## config.mk

```make
export PLATFORM = sky130hd
export DESIGN_NAME = numarator_modulo_cascadabil
export DESIGN_NICKNAME = d
export VERILOG_FILES = /design/src/rtl/numarator_modulo_cascadabil.sv
export SDC_FILE = /design/constraint.sdc
export NUM_CORES = 1
export LEC_CHECK = 0
export BUFFER_PORTS_ARGS = -buffer_cell sky130_fd_sc_hd__buf_2
export CORE_AREA = 4 4 41 43
export CTS_BUF_LIST = sky130_fd_sc_hd__clkbuf_2
export DETAILED_ROUTE_END_ITERATION = 6
export DIE_AREA = 0 0 45 47
export GPL_ROUTABILITY_DRIVEN = 0
export PLACE_DENSITY_LB_ADDON = 0.25
export SLEW_MARGIN = 40
export SYNTH_ARGS = -nofsm -noshare
export SYNTH_HDL_FRONTEND = slang
export SYNTH_SLANG_ARGS = --single-unit
```

## constraint.sdc

```tcl
create_clock -name clk -period 5.2 [get_ports clk]
set_clock_uncertainty 0.2 [all_clocks]
set_input_delay 1.56 -clock clk [delete_from_list [all_inputs] [get_ports clk]]
set_output_delay 1.56 -clock clk [all_outputs]
set_load 0.1 [all_outputs]
```

## src/rtl/numarator_modulo_cascadabil.sv

```systemverilog
// numarator_modulo_cascadabil: cascadable modulo-MODULUS up/down counter with pause, clear, load and sticky wrap flag
// Ports:
//   clk          rising-edge clock
//   reset        asynchronous active-low reset (count <= RESET_VAL, depasire <= 0)
//   pauza        1 holds the count; an upstream carry arriving meanwhile is dropped
//   carry_in     step request from the previous stage (tie 1 when standalone)
//   down         0 counts up, 1 counts down
//   clear        synchronous clear to 0 (highest priority)
//   load         synchronous parallel load of load_val, clamped to MODULUS-1
//   load_val     value for load
//   valoare_bin  current count (registered)
//   carry_out    combinational wrap/borrow strobe for the next stage
//   depasire     sticky wrapped-at-least-once flag (registered)
module numarator_modulo_cascadabil #(
  parameter int MODULUS   = 60,
  parameter int WIDTH     = 6,
  parameter int RESET_VAL = 0
) (
  input  logic             clk,
  input  logic             reset,
  input  logic             pauza,
  input  logic             carry_in,
  input  logic             down,
  input  logic             clear,
  input  logic             load,
  input  logic [WIDTH-1:0] load_val,
  output logic [WIDTH-1:0] valoare_bin,
  output logic             carry_out,
  output logic             depasire
);
  localparam logic [WIDTH-1:0] MAX = WIDTH'(MODULUS - 1);
  localparam logic [WIDTH-1:0] RV  = WIDTH'(RESET_VAL);
  if (MODULUS < 2 || (2 ** WIDTH) < MODULUS || RESET_VAL < 0 || RESET_VAL >= MODULUS) begin : g_bad_params
    $error("numarator_modulo_cascadabil: invalid MODULUS/WIDTH/RESET_VAL");
  end
  logic step, term;
  // Gating step with reset keeps carry_out low for the whole time reset is held.
  assign step      = reset & carry_in & ~pauza & ~clear & ~load;
  assign term      = down ? (valoare_bin == '0) : (valoare_bin == MAX);
  assign carry_out = step & term;
  always_ff @(posedge clk or negedge reset) begin
    if (!reset) begin
      valoare_bin <= RV;
      depasire    <= 1'b0;
    end else if (clear) begin
      valoare_bin <= '0;
      depasire    <= 1'b0;
    end else if (load) begin
      valoare_bin <= (load_val > MAX) ? MAX : load_val;
    end else if (step) begin
      valoare_bin <= term ? (down ? MAX : '0) : (down ? valoare_bin - 1'b1 : valoare_bin + 1'b1);
      depasire    <= depasire | term;
    end
  end
endmodule

```

==> flow_summary.ini, run 1 <==
[run_status]
outcome = complete, no violations

[finish]
multi_input_comb_area_sq_um = 428
area_growth_syn_to_layout_pct = 22.2
finalNetCount = 114
final_layout_size_suffix_gt1_share_pct = 27.4
antenna_cells_inserted = 0
seqCellArea_sq_um = 175
finalNonFillerCells = 110
num-fill-cells = 140

[logic_synthesis]
synth.net_count = 90
number_of_enable_type_register_cells_in_the_synthesized_netlist = 0
yosys.area_share.xor_xnor_pct = 8.48
syn-cell-area_sq_um = 619
dominant_combinational_cell_family_by_area_after_synthesis = compound AO/OA/AOI/OAI gates
ys_async_sr_fraction_pct = 100
synth_top_area_cell = dfrtp_1
synth_simple_gate_area_share_pct = 21.2
synth_top_flop_cell = dfrtp_1
synthesis.yosys.warnings = 0
postSynthAreaPerCell_sq_um = 8.60
post_synth_mux_area_share_pct = 0
synthMostInstantiatedCell = nor2_1
yosysTopAreaCellShare_pct = 28.3
number_of_different_library_cells_in_the_post_synthesis_netlist = 32
netlist_top_cells_area = dfrtp_1, ha_1, nor2_1, xnor2_1, xor2_1
yosysSeqAreaShare_pct = 28.3
most_used_standard_cells_in_the_synthesized_netlist = nor2_1, dfrtp_1, a21oi_1, nand2_1
synth-compound-area-share_pct = 28.1
synth_cells = 72
ys_seq_elements = 7
synth_fa_ha_area_share_pct = 11.3

[setup_path]
timing.critical_path.arrival_ns = 2.93
setup.worst_path.start_class = input pin
timing.critical_path.fanout_max = 8
cp-end-kind = output pin
worst-setup-path-type = in2out
cp_data_required_time_ns = 3.44

[die]
initial_utilization_pct = 47.6
floorplan.die.width_um = 45
core.rowCount = 13
i_o_pin_total = 21
die_outline_area_sq_mm = 0.00212
design.core.area_sq_mm = 0.00130
die_h_um = 47

[hold_path]
hp-class = reg2reg

[route]
antenna_left = 0
drt_first_iter_violations = 10
drt_drc_violations_left = 0
drt_pre_antenna_iters = 4
route.final.wire_length_um = 1510
routed-via-count = 636
via_density = 5.78
detail_route.wl_per_cell_um = 13.7

[timing]
report.final.hold_viol_count = 0
worst_slack_ns = 0.511
max_freq_mhz = 213
setup_tns_ns = 0
fin_hold_ws_ns = 0.308
timing.final.crit_period_ns = 4.69
min_period_over_period_pct = 90.2
timing_max_transition_violations_final = 0
rsz_0062_raised_after_global_routing = no
tightest_slew_ns = 0.486
setup_violations = 0
slew-limit-headroom_pct = 67.8

[global_routing]
grt_pass1_vias = 582
grt_pass1_wl_um = 2540
grt_start_max_net_pins = 15
globalRoute.totalOverflow = 0
initial_antenna_violation_count = 0
grt_usage_pct = 16.6

[cts]
clk-insertion-delay-late_ns = 0.23
post_cts_buffers = 0
total_number_of_h_tree_levels = 1
number_of_cts_inserted_buffers = 3
clock_tree_from_tritoncts = done
cts_resized = 0
clk_pin_slew_ns = 0.08
clk_path_buf_depth = 2
cts.root.buffer_cell = clkbuf_2
clkSinkCount = 7
hold_buffers = 0

[place]
portBuffers = 20
place.detailed.instances = 106
place_hpwl_um = 1180
dp_worst_setup_slack_ns = 0.511

[power_and_ir_drop]
report.power.total_uw = 207
vdd_ir_drop_max_mv = 0.144
power.density_mw_per_mm2 = 274
power_leakage_nw = 0.387

[flow_run]
maxCapViolCount = 0
-- final cells by class --
class	instances	share of cell area (%)
Timing Repair Buffer	21	14.2
Inverter	2	0.992
Sequential cell	7	23.1
Multi-Input combinational cell	61	56.5
Tap cell	15	2.48
Clock buffer	4	2.64
-- metal layers --
metal  global-route usage, %  share of wire (%)
met5                       0                  0
met4                    7.02               0.53
met3                    3.45                6.7
met2                    27.1                 46
met1                    21.3                 47
-- path summary, 6_finish.rpt --
kind	cells past startpoint	startpoint	end	slack (ns)
min	2	depasire	depasire	0.31
max in group asynchronous	1	reset	valoare_bin[1]	3.66
max reg2reg	6	valoare_bin[0]	valoare_bin[4]	2.94
min reg2reg	2	depasire	depasire	0.31
max	6	down	carry_out	0.51
min in group asynchronous	1	reset	valoare_bin[4]	0.96
-- flip-flops by register name (all words and copies together) (netlist names) --
signal	count
valoare_bin	6
depasire	1
-- metrics by stage --
step / cell area, sq um / utilization, %
2_1_floorplan: 619 / -
3_3_place_gp: 737 / 56.6
3_5_place_dp: 737 / 56.6
4_1_cts: 757 / 58.2
5_1_grt: 757 / 58.2
6_report: 757 / 58.2
-- where the power goes --
part           internal, mW  leakage, nW  switching [mW]
registers            0.0594       0.0917         0.00827
clock network        0.0205       0.0166          0.0217
logic                0.0292        0.278          0.0681
-- cells in the final DEF (no fill, tap or decap), types with 2 or more instances in the layout --
| master | instances |
|---|---|
| inv_1 | 2 |
| clkbuf_2 | 4 |
| a21o_1 | 2 |
| nor3_1 | 2 |
| buf_2 | 20 |
| nor2_1 | 8 |
| a211oi_1 | 3 |
| ha_1 | 4 |
| nor4_1 | 2 |
| o21bai_1 | 2 |
| a21oi_1 | 5 |
| xnor2_1 | 3 |
| dfrtp_1 | 7 |
| xor2_1 | 3 |
| o21ai_0 | 4 |
| nand2_1 | 5 |
| nand3b_1 | 2 |
| a2111oi_0 | 2 |
-- worst max-delay path, cell delays in order --
cell and delay (ns):
buf_2 0.16, and4b_2 0.28, nand3_1 0.13, a21oi_1 0.21, and3_1 0.16, buf_2 0.42
-- logic make-up after synthesis --
group,after synthesis
fa+ha+maj,5
compound gates,25
xor+xnor,6
simple gates,25
flops,7
buf+inv,4
Note: power is estimated with default switching activity, not from simulation.
==> run 2: changes to the inputs <==
- CELL_PAD_IN_SITES_DETAIL_PLACEMENT: not set -> 1
- CELL_PAD_IN_SITES_GLOBAL_PLACEMENT: not set -> 1
- CORE_AREA: 4 4 41 43 -> not set
- CORE_MARGIN: not set -> 4
- CORE_UTILIZATION: not set -> 39
- DIE_AREA: 0 0 45 47 -> not set
- SLEW_MARGIN: 40 -> not set
==> run 2 against run 1 <==
- sequential power rose by 0.6%
- via count rose by 4.1%
- sequential share of layout area barely moved
- hold slack got worse by 0.0088 ns
- largest cell class unchanged
==> flow_summary.ini, run 2 (synthesized netlist as in run 1, its figures left out) <==
[die]
design.core.area_sq_mm = 0.00151
core.rowCount = 14
i_o_pin_total = 21
floorplan.die.width_um = 47.9
die_outline_area_sq_mm = 0.00229
die_h_um = 47.9
initial_utilization_pct = 41.1

[cts]
clkSinkCount = 7
clk_path_buf_depth = 2
number_of_cts_inserted_buffers = 3
total_number_of_h_tree_levels = 1
cts.root.buffer_cell = clkbuf_2
clock_tree_from_tritoncts = done
post_cts_buffers = 0
clk-insertion-delay-late_ns = 0.25
clk_pin_slew_ns = 0.08
cts_resized = 0
hold_buffers = 0

[timing]
min_period_over_period_pct = 90.9
max_freq_mhz = 212
timing.final.crit_period_ns = 4.73
report.final.hold_viol_count = 0
rsz_0062_raised_after_global_routing = no
timing_max_transition_violations_final = 0
slew-limit-headroom_pct = 67.6
setup_violations = 0
setup_tns_ns = 0
tightest_slew_ns = 0.473

[flow_run]
maxCapViolCount = 0

[finish]
final_layout_size_suffix_gt1_share_pct = 27.4
largest_reg_flops = 6
layout.cells.most_common = buf_2
antenna_cells_inserted = 0
seqCellArea_sq_um = 175
most-common-layout-cells = buf_2, nor2_1, dfrtp_1
finalNetCount = 114
area_growth_syn_to_layout_pct = 22.4
top_regs = valoare_bin x6, depasire x1
multi_input_comb_area_sq_um = 428
final_util_pct = 50.3
num-fill-cells = 196
top_register = valoare_bin

[route]
detail_route.wl_per_cell_um = 15.8
drt_drc_violations_left = 0
antenna_left = 0
route.final.wire_length_um = 1760
drt_first_iter_violations = 3
drt_pre_antenna_iters = 4
routed-via-count = 662
via_density = 5.96

[setup_path]
timing.critical_path.fanout_max = 8
crit_top_cell = buf_2
cp-end-kind = output pin
cp_data_required_time_ns = 3.44
setup.worst_path.start_class = input pin
slowest_stage = buf_2
timing.critical_path.arrival_ns = 2.97
max_stage_delay_ns = 0.42
worst-setup-path-type = in2out
worstPathCellList = buf_2 -> and4b_2 -> nand3_1 -> a21oi_1 -> and3_1 -> buf_2

[global_routing]
grt_pass1_vias = 696
initial_antenna_violation_count = 0
grt_usage_pct = 19.1
globalRoute.totalOverflow = 0
grt_start_max_net_pins = 15
grt_pass1_wl_um = 3040

[power_and_ir_drop]
report.power.total_uw = 209
vdd_ir_drop_max_mv = 0.164
power.density_mw_per_mm2 = 276
power_leakage_nw = 0.386

[run_status]
outcome = complete, no violations

[place]
place_hpwl_um = 1400
portBuffers = 20

[hold_path]
hp-class = reg2reg
run 2: cell types whose count changed in the layout (fill, tap and decap cells not counted):
| cell | previous run | this run |
|---|---|---|
| clkbuf_2 | 4 | 3 |
| clkinv_2 | 0 | 1 |
run 2: cell type report:
class / instances / share of cell area (%)
clock buffer: 3 / 1.98
tap: 16 / 2.64
timing repair buffer: 21 / 14.2
sequential: 7 / 23.1
clock inverter: 1 / 0.660
inverter: 2 / 0.990
multi-input combinational: 61 / 56.4
run 2: worst paths after layout:
| kind | endpoint | slack, ns | cells past startpoint | startpoint |
|---|---|---|---|---|
| min in group asynchronous | valoare_bin[2] | 0.94 | 1 | reset |
| max in group asynchronous | depasire | 3.65 | 1 | reset |
| hold / removal | depasire | 0.30 | 2 | depasire |
| setup reg to reg | valoare_bin[4] | 2.88 | 6 | valoare_bin[0] |
| hold reg to reg | depasire | 0.30 | 2 | depasire |
| setup / recovery | carry_out | 0.47 | 6 | down |
run 2: critical path, delay by kind of cell:
family,cells,cell delay (ns)
compound gates,1,0.23
buf+inv,2,0.58
simple gates,3,0.60
run 2: through the flow:
stage | instance area [sq um] | hold slack (ns) | std cells | worst slack (ns)
2_1_floorplan | 619 | 0.846 | 72 | 0.473
4_1_cts | 758 | 0.310 | 111 | 0.478
3_3_place_gp | 738 | 0.294 | 107 | 0.531
3_5_place_dp | 738 | 0.288 | 107 | 0.479
6_report | 758 | 0.300 | 111 | 0.475
5_1_grt | 758 | 0.362 | 111 | 0.381
run 2: routing by layer:
layer	wire, um	up-vias	track usage (%)	part of all wire, %
met5	0	-	0	0
met4	30	0	5.91	1.7
met3	73	4	4.14	4.2
met2	843	16	32.5	48
met1	807	322	23.8	46
li1	-	320	-	-
run 2: power by group:
part	leakage (nW)	switching (mW)	internal [mW]	total, mW
sequential	0.0917	0.00862	0.0593	0.0680
combinational	0.278	0.0702	0.0293	0.0995
clock	0.0164	0.0246	0.0174	0.0420
